[src/rtl/cache_port_arbiter_pkg.sv]
// Shared types and bus widths for the cache CPU-port arbiter.
package cache_port_arbiter_pkg;

  localparam int CACHE_ADDR_W = 25;
  localparam int CACHE_DATA_W = 32;
  localparam int CACHE_BE_W   = 4;

  typedef enum logic [1:0] {
    IDLE    = 2'd0,
    ISSUE   = 2'd1,
    WAIT_RD = 2'd2
  } state_e;

  typedef enum logic {
    OWN_IF  = 1'b0,
    OWN_MEM = 1'b1
  } owner_e;

  // Transaction counters wrap silently at 2^32.
  function automatic logic [31:0] cnt_inc(input logic [31:0] c);
    return c + 32'd1;
  endfunction

endpackage

[src/rtl/cache_port_arbiter_if.sv]
// Requester-side and cache-side signals of the arbiter, bundled.
// master: fetch/load-store requesters and cache; slave: the arbiter.
interface cache_port_arbiter_if
  import cache_port_arbiter_pkg::*;
#(
  parameter int ADDR_W = CACHE_ADDR_W,
  parameter int DATA_W = CACHE_DATA_W,
  parameter int BE_W   = CACHE_BE_W
) ();

  logic [ADDR_W-1:0] if_addr_i;
  logic              if_read_i;
  logic              if_cancel_i;
  logic [DATA_W-1:0] if_rdata_o;
  logic              if_rvalid_o;
  logic              if_wait_o;

  logic [ADDR_W-1:0] mem_addr_i;
  logic [BE_W-1:0]   mem_be_i;
  logic [DATA_W-1:0] mem_wdata_i;
  logic              mem_read_i;
  logic              mem_write_i;
  logic [DATA_W-1:0] mem_rdata_o;
  logic              mem_rvalid_o;
  logic              mem_wait_o;

  logic [ADDR_W-1:0] o_p_addr;
  logic [BE_W-1:0]   o_p_byte_en;
  logic [DATA_W-1:0] o_p_writedata;
  logic              o_p_read;
  logic              o_p_write;
  logic [DATA_W-1:0] i_p_readdata;
  logic              i_p_readdata_valid;
  logic              i_p_waitrequest;

  modport master (
    output if_addr_i, if_read_i, if_cancel_i,
    input  if_rdata_o, if_rvalid_o, if_wait_o,
    output mem_addr_i, mem_be_i, mem_wdata_i, mem_read_i, mem_write_i,
    input  mem_rdata_o, mem_rvalid_o, mem_wait_o,
    input  o_p_addr, o_p_byte_en, o_p_writedata, o_p_read, o_p_write,
    output i_p_readdata, i_p_readdata_valid, i_p_waitrequest
  );

  modport slave (
    input  if_addr_i, if_read_i, if_cancel_i,
    output if_rdata_o, if_rvalid_o, if_wait_o,
    input  mem_addr_i, mem_be_i, mem_wdata_i, mem_read_i, mem_write_i,
    output mem_rdata_o, mem_rvalid_o, mem_wait_o,
    output o_p_addr, o_p_byte_en, o_p_writedata, o_p_read, o_p_write,
    input  i_p_readdata, i_p_readdata_valid, i_p_waitrequest
  );

endinterface

[src/rtl/cache_port_arbiter_rr_arb2.sv]
// Two-requester round-robin picker: combinational grant, registered last winner.
// On a tie the requester that did not win last time is chosen.
module rr_arb2
  import cache_port_arbiter_pkg::*;
(
  input  logic   clk,
  input  logic   rst_n,
  input  logic   req_if,
  input  logic   req_mem,
  input  logic   advance,
  output logic   gnt_vld,
  output owner_e gnt
);

  owner_e last_gnt;

  assign gnt_vld = req_if | req_mem;

  // Pick the winner for this cycle from the requests and the previous winner.
  always_comb begin
    gnt = OWN_IF;
    if (req_if && req_mem) begin
      gnt = (last_gnt == OWN_IF) ? OWN_MEM : OWN_IF;
    end else if (req_mem) begin
      gnt = OWN_MEM;
    end
  end

  // Remember the winner whenever a grant is actually taken; MEM at reset so IF wins the first tie.
  always_ff @(posedge clk or negedge rst_n) begin
    if (!rst_n) begin
      last_gnt <= OWN_MEM;
    end else if (advance && gnt_vld) begin
      last_gnt <= gnt;
    end
  end

endmodule

[src/rtl/cache_port_arbiter.sv]
// Shares the single cache CPU port between instruction fetch and load/store.
// One transaction outstanding at a time; results routed back to the owner.
module cache_port_arbiter
  import cache_port_arbiter_pkg::*;
#(
  parameter int ADDR_W = CACHE_ADDR_W,
  parameter int DATA_W = CACHE_DATA_W,
  parameter int BE_W   = CACHE_BE_W
) (
  input  logic                clk,
  input  logic                rst_n,
  cache_port_arbiter_if.slave bus,
  output logic [31:0]         cnt_if_o,
  output logic [31:0]         cnt_mem_o
);

  state_e            state;
  owner_e            owner;
  logic              drop;
  logic [ADDR_W-1:0] cmd_addr;
  logic [BE_W-1:0]   cmd_be;
  logic [DATA_W-1:0] cmd_wdata;
  logic              cmd_rd;
  logic              cmd_wr;

  logic   req_if;
  logic   req_mem;
  logic   gnt_vld;
  owner_e gnt;
  logic   cmd_accept;
  logic   read_done;
  logic   done;
  logic   done_if;
  logic   done_mem;
  logic   if_rvalid;
  logic   mem_rvalid;

  // A cancelled fetch must not be granted; load/store may still win that cycle.
  assign req_if  = bus.if_read_i & ~bus.if_cancel_i;
  assign req_mem = bus.mem_read_i | bus.mem_write_i;

  rr_arb2 u_rr_arb2 (
    .clk     (clk),
    .rst_n   (rst_n),
    .req_if  (req_if),
    .req_mem (req_mem),
    .advance (state == IDLE),
    .gnt_vld (gnt_vld),
    .gnt     (gnt)
  );

  // Completion decode: writes finish on accept, reads when data returns.
  assign cmd_accept = (state == ISSUE) & ~bus.i_p_waitrequest;
  assign read_done  = (cmd_accept & cmd_rd & bus.i_p_readdata_valid) |
                      ((state == WAIT_RD) & bus.i_p_readdata_valid);
  assign done       = (cmd_accept & cmd_wr) | read_done;
  assign done_if    = done & (owner == OWN_IF);
  assign done_mem   = done & (owner == OWN_MEM);

  // A squashed fetch still completes at the cache but its data is not delivered.
  assign if_rvalid  = read_done & (owner == OWN_IF) & ~drop & ~bus.if_cancel_i;
  assign mem_rvalid = read_done & (owner == OWN_MEM);

  assign bus.if_wait_o    = ~done_if;
  assign bus.if_rvalid_o  = if_rvalid;
  assign bus.if_rdata_o   = if_rvalid ? bus.i_p_readdata : '0;
  assign bus.mem_wait_o   = ~done_mem;
  assign bus.mem_rvalid_o = mem_rvalid;
  assign bus.mem_rdata_o  = mem_rvalid ? bus.i_p_readdata : '0;

  assign bus.o_p_addr      = cmd_addr;
  assign bus.o_p_byte_en   = cmd_be;
  assign bus.o_p_writedata = cmd_wdata;
  assign bus.o_p_read      = cmd_rd;
  assign bus.o_p_write     = cmd_wr;

  // Transaction FSM: grant in IDLE, present command in ISSUE, wait for read data in WAIT_RD.
  always_ff @(posedge clk or negedge rst_n) begin
    if (!rst_n) begin
      state     <= IDLE;
      owner     <= OWN_IF;
      drop      <= 1'b0;
      cmd_addr  <= '0;
      cmd_be    <= '0;
      cmd_wdata <= '0;
      cmd_rd    <= 1'b0;
      cmd_wr    <= 1'b0;
      cnt_if_o  <= '0;
      cnt_mem_o <= '0;
    end else begin
      case (state)
        IDLE: begin
          drop <= 1'b0;
          if (gnt_vld) begin
            owner <= gnt;
            state <= ISSUE;
            if (gnt == OWN_IF) begin
              // Fetch always reads a full word.
              cmd_addr  <= bus.if_addr_i;
              cmd_be    <= '1;
              cmd_wdata <= '0;
              cmd_rd    <= 1'b1;
              cmd_wr    <= 1'b0;
            end else begin
              cmd_addr  <= bus.mem_addr_i;
              cmd_be    <= bus.mem_be_i;
              cmd_wdata <= bus.mem_wdata_i;
              cmd_rd    <= bus.mem_read_i;
              cmd_wr    <= bus.mem_write_i;
            end
          end
        end
        ISSUE: begin
          if (bus.if_cancel_i && (owner == OWN_IF)) begin
            drop <= 1'b1;
          end
          if (cmd_accept) begin
            cmd_rd <= 1'b0;
            cmd_wr <= 1'b0;
            state  <= done ? IDLE : WAIT_RD;
          end
        end
        WAIT_RD: begin
          if (bus.if_cancel_i && (owner == OWN_IF)) begin
            drop <= 1'b1;
          end
          if (bus.i_p_readdata_valid) begin
            state <= IDLE;
          end
        end
        default: state <= IDLE;
      endcase

      if (done_if) begin
        cnt_if_o <= cnt_inc(cnt_if_o);
      end
      if (done_mem) begin
        cnt_mem_o <= cnt_inc(cnt_mem_o);
      end
    end
  end

endmodule

[src/flat_wrapper.sv]
// flat-port wrapper written by rule: the top's interface ports become plain ports
module cache_port_arbiter_flat import cache_port_arbiter_pkg::*;
#(
  parameter int ADDR_W = CACHE_ADDR_W,
  parameter int DATA_W = CACHE_DATA_W,
  parameter int BE_W   = CACHE_BE_W
)
  (clk, rst_n, cnt_if_o, cnt_mem_o, bus_if_addr_i, bus_if_read_i, bus_if_cancel_i, bus_if_rdata_o, bus_if_rvalid_o, bus_if_wait_o, bus_mem_addr_i, bus_mem_be_i, bus_mem_wdata_i, bus_mem_read_i, bus_mem_write_i, bus_mem_rdata_o, bus_mem_rvalid_o, bus_mem_wait_o, bus_o_p_addr, bus_o_p_byte_en, bus_o_p_writedata, bus_o_p_read, bus_o_p_write, bus_i_p_readdata, bus_i_p_readdata_valid, bus_i_p_waitrequest);
  cache_port_arbiter_if #(.ADDR_W(ADDR_W), .DATA_W(DATA_W), .BE_W(BE_W)) bus_i ();
  input  logic clk;
  input  logic rst_n;
  output logic [31:0] cnt_if_o;
  output logic [31:0] cnt_mem_o;
  input wire logic [$bits(bus_i.if_addr_i)-1:0] bus_if_addr_i;
  input wire logic [$bits(bus_i.if_read_i)-1:0] bus_if_read_i;
  input wire logic [$bits(bus_i.if_cancel_i)-1:0] bus_if_cancel_i;
  output wire logic [$bits(bus_i.if_rdata_o)-1:0] bus_if_rdata_o;
  output wire logic [$bits(bus_i.if_rvalid_o)-1:0] bus_if_rvalid_o;
  output wire logic [$bits(bus_i.if_wait_o)-1:0] bus_if_wait_o;
  input wire logic [$bits(bus_i.mem_addr_i)-1:0] bus_mem_addr_i;
  input wire logic [$bits(bus_i.mem_be_i)-1:0] bus_mem_be_i;
  input wire logic [$bits(bus_i.mem_wdata_i)-1:0] bus_mem_wdata_i;
  input wire logic [$bits(bus_i.mem_read_i)-1:0] bus_mem_read_i;
  input wire logic [$bits(bus_i.mem_write_i)-1:0] bus_mem_write_i;
  output wire logic [$bits(bus_i.mem_rdata_o)-1:0] bus_mem_rdata_o;
  output wire logic [$bits(bus_i.mem_rvalid_o)-1:0] bus_mem_rvalid_o;
  output wire logic [$bits(bus_i.mem_wait_o)-1:0] bus_mem_wait_o;
  output wire logic [$bits(bus_i.o_p_addr)-1:0] bus_o_p_addr;
  output wire logic [$bits(bus_i.o_p_byte_en)-1:0] bus_o_p_byte_en;
  output wire logic [$bits(bus_i.o_p_writedata)-1:0] bus_o_p_writedata;
  output wire logic [$bits(bus_i.o_p_read)-1:0] bus_o_p_read;
  output wire logic [$bits(bus_i.o_p_write)-1:0] bus_o_p_write;
  input wire logic [$bits(bus_i.i_p_readdata)-1:0] bus_i_p_readdata;
  input wire logic [$bits(bus_i.i_p_readdata_valid)-1:0] bus_i_p_readdata_valid;
  input wire logic [$bits(bus_i.i_p_waitrequest)-1:0] bus_i_p_waitrequest;
  assign bus_i.if_addr_i = bus_if_addr_i;
  assign bus_i.if_read_i = bus_if_read_i;
  assign bus_i.if_cancel_i = bus_if_cancel_i;
  assign bus_if_rdata_o = bus_i.if_rdata_o;
  assign bus_if_rvalid_o = bus_i.if_rvalid_o;
  assign bus_if_wait_o = bus_i.if_wait_o;
  assign bus_i.mem_addr_i = bus_mem_addr_i;
  assign bus_i.mem_be_i = bus_mem_be_i;
  assign bus_i.mem_wdata_i = bus_mem_wdata_i;
  assign bus_i.mem_read_i = bus_mem_read_i;
  assign bus_i.mem_write_i = bus_mem_write_i;
  assign bus_mem_rdata_o = bus_i.mem_rdata_o;
  assign bus_mem_rvalid_o = bus_i.mem_rvalid_o;
  assign bus_mem_wait_o = bus_i.mem_wait_o;
  assign bus_o_p_addr = bus_i.o_p_addr;
  assign bus_o_p_byte_en = bus_i.o_p_byte_en;
  assign bus_o_p_writedata = bus_i.o_p_writedata;
  assign bus_o_p_read = bus_i.o_p_read;
  assign bus_o_p_write = bus_i.o_p_write;
  assign bus_i.i_p_readdata = bus_i_p_readdata;
  assign bus_i.i_p_readdata_valid = bus_i_p_readdata_valid;
  assign bus_i.i_p_waitrequest = bus_i_p_waitrequest;
  cache_port_arbiter #(.ADDR_W(ADDR_W), .DATA_W(DATA_W), .BE_W(BE_W)) u_core (.clk(clk), .rst_n(rst_n), .bus(bus_i), .cnt_if_o(cnt_if_o), .cnt_mem_o(cnt_mem_o));
endmodule
[config.mk]
export PLATFORM = sky130hd
export DESIGN_NAME = cache_port_arbiter_flat
export DESIGN_NICKNAME = d
export VERILOG_FILES = /design/src/rtl/cache_port_arbiter_pkg.sv /design/src/rtl/cache_port_arbiter_if.sv /design/src/rtl/cache_port_arbiter_rr_arb2.sv /design/src/rtl/cache_port_arbiter.sv /design/src/flat_wrapper.sv
export SDC_FILE = /design/constraint.sdc
export NUM_CORES = 1
export LEC_CHECK = 0
export BUFFER_PORTS_ARGS = -buffer_cell sky130_fd_sc_hd__buf_2
export CAP_MARGIN = 0
export CORE_AREA = 2 2 124 126
export DETAILED_ROUTE_END_ITERATION = 10
export DIE_AREA = 0 0 126 128
export GPL_ROUTABILITY_DRIVEN = 0
export PLACE_DENSITY = 0.76
export SLEW_MARGIN = 25
export SYNTH_ARGS = -nofsm -noshare
export SYNTH_HDL_FRONTEND = slang
export SYNTH_HIERARCHICAL = 1
export SYNTH_SLANG_ARGS = --single-unit
[constraint.sdc]
create_clock -name clk -period 2.4 [get_ports clk]
set_input_delay 0.24 -clock clk [delete_from_list [all_inputs] [get_ports clk]]
set_output_delay 0.24 -clock clk [all_outputs]
set_load 0.03 [all_outputs]
### After elaboration in Yosys (flattened, before gate mapping)

Index checks and enable logic that the tools add are counted.
Widths: inputs -> output; s select.

| storage, ports and cells | value |
|---|---|
| bits in registers | 132 |
| bits of input ports | 126 |
| logic and storage cells | 74 |

| cells by class | value |
|---|---|
| add/subtract/negate cells | 2 |
| equal/unequal tests | 6 |
| multiplexer cells | 22 |
| bitwise logic cells | 22 |
| reduce and logical (&&, ||, !) cells | 11 |

Operators by type and width:

| operator | count |
|---|---|
| $mux 32 | 3 |
| $add 32x1->32 const B | 2 |
| $mux 25 | 1 |
| $and 1x1->1 | 12 |
| $mux 1 | 9 |
| $mux 2 | 4 |
| $ne 2x1->1 const B | 3 |
| $not 1->1 | 6 |
| $pmux 1 s2 | 3 |
| $pmux 2 s3 | 1 |
| $reduce_and 3->1 | 2 |
| $mux 4 | 1 |
| $or 1x1->1 | 4 |
| $reduce_and 2->1 | 2 |
| $reduce_bool 2->1 | 2 |
| $logic_and 1x1->1 | 3 |
| $eq 2x1->1 const B | 1 |
| $eq 2x2->1 const B | 1 |
| $logic_not 2->1 | 1 |
| $ne 2x2->1 const B | 1 |
| $reduce_or 2->1 | 1 |

### Depth between registers and ports, before layout

| logic depth | value |
|---|---|
| word-level depth | 9 |
| gate-level depth with buffers | 8 |
| mapped depth without buffers | 7 |

### By module

Netlist, hierarchy kept.

By module, submodules not included:

| module | instances | cells each | area each (µm²) |
|---|---|---|---|
| cache_port_arbiter | 1 | 645 | 6233.5 |
| rr_arb2 | 1 | 5 | 51.3 |

### Worst setup path after synthesis

Ideal clock, no wire load.

| timing | value |
|---|---|
| path kind | reg-to-output |
| start | reg u_core.state[1] |
| end | out bus_if_rdata_o[22] |
| arrival | 2.164 ns |
| setup slack | -0.004 ns |
| cell stages (with the launch flop) | 9 |
| path buffers | 1 |
| path through | dfrtp_1 > inv_1 > ha_1 > nand2b_1 > nor2_1 > o21ai_0 > nor4_1 > clkbuf_1 > and2_1 |

| between the ends | value |
|---|---|
| longest elaborated chain between the ends | 9 |
| elaborated cells on any way between the ends | 11 |
| classes of those cells | 2 x eq/ne; 1 x mux; 8 x bitwise |

Ends and longest elaborated chain:

| element | line | RTL |
|---|---|---|
| start: declaration | cache_port_arbiter.sv:17 | `state_e state;` |
| start signal: assignment | cache_port_arbiter.sv:120 | `state <= done ? IDLE : WAIT_RD;` |
| $eq 2x1->1 | cache_port_arbiter.sv:53 | `assign cmd_accept = (state == ISSUE) & ~bus.i_p_waitrequest;` |
| $and 1x1->1 | cache_port_arbiter.sv:53 |  |
| $and 1x1->1 (2 in series) | cache_port_arbiter.sv:54 | `assign read_done = (cmd_accept & cmd_rd & bus.i_p_readdata_valid) \|` |
| $or 1x1->1 * | cache_port_arbiter.sv:54 |  |
| $and 1x1->1 * (3 in series) | cache_port_arbiter.sv:61 | `assign if_rvalid = read_done & (owner == OWN_IF) & ~drop & ~bus.if_cancel_i;` |
| via bus_if_rvalid_o | flat_wrapper.sv:18 | `output wire logic [$bits(bus_i.if_rvalid_o)-1:0] bus_if_rvalid_o;` |
| $mux 32 * | cache_port_arbiter.sv:66 | `assign bus.if_rdata_o = if_rvalid ? bus.i_p_readdata : '0;` |
| end: declaration | flat_wrapper.sv:17 | `output wire logic [$bits(bus_i.if_rdata_o)-1:0] bus_if_rdata_o;` |

Mark *: on every way through the listed nets, which the timed path passes. The rest lies on a longest branch.

### Worst setup path after layout

| timing | value |
|---|---|
| start | reg u_core.state[1] |
| end | out bus_if_rdata_o[8] |

| between the ends | value |
|---|---|
| longest elaborated chain between the ends | 9 |
| elaborated cells on any way between the ends | 11 |
| classes of those cells | 2 x eq/ne; 1 x mux; 8 x bitwise |

Ends and longest elaborated chain:

| element | line |
|---|---|
| $eq 2x1->1 | cache_port_arbiter.sv:53 |
| $and 1x1->1 | cache_port_arbiter.sv:53 |
| $and 1x1->1 (2 in series) | cache_port_arbiter.sv:54 |
| $or 1x1->1 * | cache_port_arbiter.sv:54 |
| $and 1x1->1 * (3 in series) | cache_port_arbiter.sv:61 |
| $mux 32 * | cache_port_arbiter.sv:66 |

Every way passes the cells marked *; elsewhere a longest branch is shown, timed or not.

==> results.yml <==
setup_path:
  crit_type: "reg2out"
  r2r_cells: 7
  cp-end-kind: "output pin"
  path_delay_family: "buffers and inverters"
  start_kind: "register"
  cp_max_fo: 8
  r2r-end: "u_core/cnt_if_o[27]"
  critPathBufInv: 5
  required_ps: 2160
  path_cells: "inv_2 -> ha_4 -> nand2b_4 -> nor2_4 -> o21ai_4 -> nor4_2 -> buf_4 -> buf_12 -> buf_16 -> and2_4 -> buf_6"
  slowest_delay_ps: 390
  r2r-start: "u_core/state[1]"
  crit_slowest_cell: "dfrtp_1"
  cp.arrival_ps: 2160
  rrSetupSlack_ps: 240
power_and_ir_drop:
  switching_power_uw: 4138
  ir_drop_mv: 0.5630
  p_leak_uw: 0.005152
  p_clk_share_pct: 28.1
  power_frac_seq_pct: 31.8
  power.internal_uw: 6068
  totalPowerFinal_uw: 10210
  swShare_pct: 40.54
  p_comb_share_pct: 40.1
  power.density_mw_per_mm2: 1077
floorplanning:
  dieHeight_um: 128
  start_util_pct: 42.28
  core-area_mm2: 0.01486
  die_area_mm2: 0.01613
  rows: 45
  io-pin-count: 321
  die_w_um: 126
sta:
  clock.fmax_ghz: 0.4171
  tns_ps: 0
  skew_ps: 8.967
  tightest_slew_ps: 589.1
  rsz0062_at_grt: "true"
  slew_headroom_pct: 60.36
  slew_violations: 0
  fin_crit_ps: 2398
  final_hold_viol_count: 0
  fin_crit_sh_pct: 99.90
  setup_violations: 0
synthesis:
  synth_warnings: 6
  ys_types: 40
  syn_nets: 781
  async_flop_share_pct: 100.0
  synthesis.area_mm2: 0.006285
  yosys-mux-area-fraction_pct: 4.519
  synth_edf_count: 0
  synth_compound_area_share_pct: 4.041
  ys_seq_area_share_pct: 52.58
  synth-simple-area-share_pct: 25.82
  postSynthCellCount: 650
  syn_avg_cell_area_um2: 9.669
  synth_adder_area_share_pct: 0.9954
  synth_top_family_by_area: "simple AND/OR/NAND/NOR gates"
  synth-seq-cells: 132
  ys.flop_type: "dfrtp_1"
  synth_xor_area_share_pct: 8.760
clock_network:
  clock_latency_ps: 410
  htree_num_levels: 4
  clockBufferDepth: 2
  clock-sinks: 132
  clk_pin_slew_worst_paths_ps: 60
  root_buffer: "clkbuf_16"
  cts_tree: "done"
  cts_made_buffers: 17
route:
  routed_wl_mm: 19.46
  drc: 0
  wl_met1_mm: 7.438
  routed.top_layer: "met4"
  met3WireLength_um: 952
  vias: 5894
  drt_iter0_drc: 356
  dr_wl_met2_mm: 10.83
  wl_per_cell_um: 16.34
  dr.pass1.iters: 4
  viasPerCell: 4.949
  ant_nets: 0
final_layout:
  n_antenna_cell: 0
  drive_gt1_share_pct: 42.47
  final_common_cell: "buf_2"
  design_area_mm2: 0.009477
  nets: 1121
  area_delta_synth_final_pct: 50.79
  final_cell_mix: "257 x buf_2, 131 x dfrtp_1, 110 x nand2_1, 61 x nand3_1, 44 x and2_1"
place:
  place_area_mm2: 0.008165
  dpl.hpwl_mm: 13.63
  port_buffers: 320
min_path:
  min_from: "bus_mem_wdata_i[22]"
  min_path_cells: 3
  hold_class: "in2reg"
  worst_hold_path.endpoint: "u_core/bus.o_p_writedata[22]"
global_route:
  antenna_found_initial: 0
  track_usage_pct: 22.80
  grt_pass1_wl_mm: 28.87
  grt_max_degree: 60
  overflow: 0
  grt_pass1_vias: 5546
flow_run:
  drv_cap: 0
run_status:
  status: "finished, final reports clean"
[worst min-delay path: cells and delay by family]
family	cells	cell delay, ps
simple gates	2	120
buf+inv	1	70
[registers in the layout (all words and copies together), names as in the netlist]
signal                     cells
u_core/bus.o_p_addr           25
u_core/bus.o_p_byte_en         4
u_core/bus.o_p_read            1
u_core/bus.o_p_write           1
u_core/bus.o_p_writedata      32
u_core/cnt_if_o               32
u_core/cnt_mem_o              32
u_core/drop                    1
u_core/owner                   1
u_core/state                   2
u_core/u_rr_arb2/last_gnt      1
[power by group through the flow]
stage	registers (uW)	clock network [uW]	logic [uW]
after floorplan	4380	0	1390
after global placement	3240	0	3760
after detailed placement	3270	0	3810
after CTS	3250	2920	3960
after global routing	3320	3020	4380
final	3250	2870	4090
[worst max-delay path by stage]
stage	startpoint	to	cells after the start
floorplan	u_core/cnt_mem_o[4]	u_core/cnt_mem_o[31]	6
global placement	u_core/state[1]	bus_if_rdata_o[16]	9
detailed placement	u_core/state[1]	bus_if_rdata_o[16]	9
CTS	u_core/state[1]	bus_if_rdata_o[23]	10
global route	u_core/state[1]	bus_if_rdata_o[8]	11
finish	u_core/state[1]	bus_if_rdata_o[8]	11
[metal layers]
metal | global-route usage, % | vias up
li1 | - | 2831
met1 | 26.67 | 2837
met2 | 42.41 | 209
met3 | 4.716 | 17
met4 | 6.206 | 0
met5 | 0 | -
[synth_stat cells (10+ instances only)]
library cell  count  area [um2]
inv_1            21       78.83
xor2_1           27       236.5
nand2_1         111       416.7
xnor2_1          34       297.8
nand3_1          61       305.3
mux2i_1          25       250.2
and2_1           66       412.9
o21ai_0          32       160.2
nor3_1           13       65.06
dfrtp_1         131        3278
clkbuf_1         31       116.4
nand4_1          10       62.56
nor2_1           25       93.84
[what timing repair did]
| action | in CTS | in global routing |
|---|---|---|
| hold buffers | 1 | 0 |
| endpoints found under the setup margin | 66 | 66 |
| pin swaps | 8 | 15 |
| resized for setup | 73 | 65 |
| endpoints found under the hold margin | 44 | 0 |
| buffers inserted | 6 | 5 |
| gates cloned | 3 | 3 |
[through the flow]
step	util [%]	hold slack (ps)	worst slack (ps)	std cells
global route	63.75	42.34	-86.78	1191
finish	63.75	56.49	2.292	1191
CTS	61.67	37.60	-81.96	1184
detailed placement	54.93	205.1	232.1	1142
floorplan	-	-55.59	120.6	650
global placement	54.93	198.6	314.2	1142
[cell type report]
| cell class | instances | area [um2] |
|---|---|---|
| repair buffers | 353 | 2288 |
| fillers | 1251 | 5388 |
| clock inverters | 13 | 202.7 |
| clock buffers | 19 | 452.9 |
| multi-input cells | 465 | 2914 |
| well taps | 188 | 235.2 |
| flip-flops and latches | 132 | 3304 |
| inverters | 21 | 78.83 |
[logic make-up (layout without fill, tap and decap cells)]
| logic type | count (synthesis) | after routing |
|---|---|---|
| fa+ha+maj | 5 | 5 |
| simple gates | 324 | 324 |
| xor+xnor | 62 | 62 |
| flops | 132 | 132 |
| compound gates | 46 | 46 |
| buf+inv | 53 | 406 |
| mux | 28 | 28 |
Note: power is estimated with default switching activity, not from simulation.
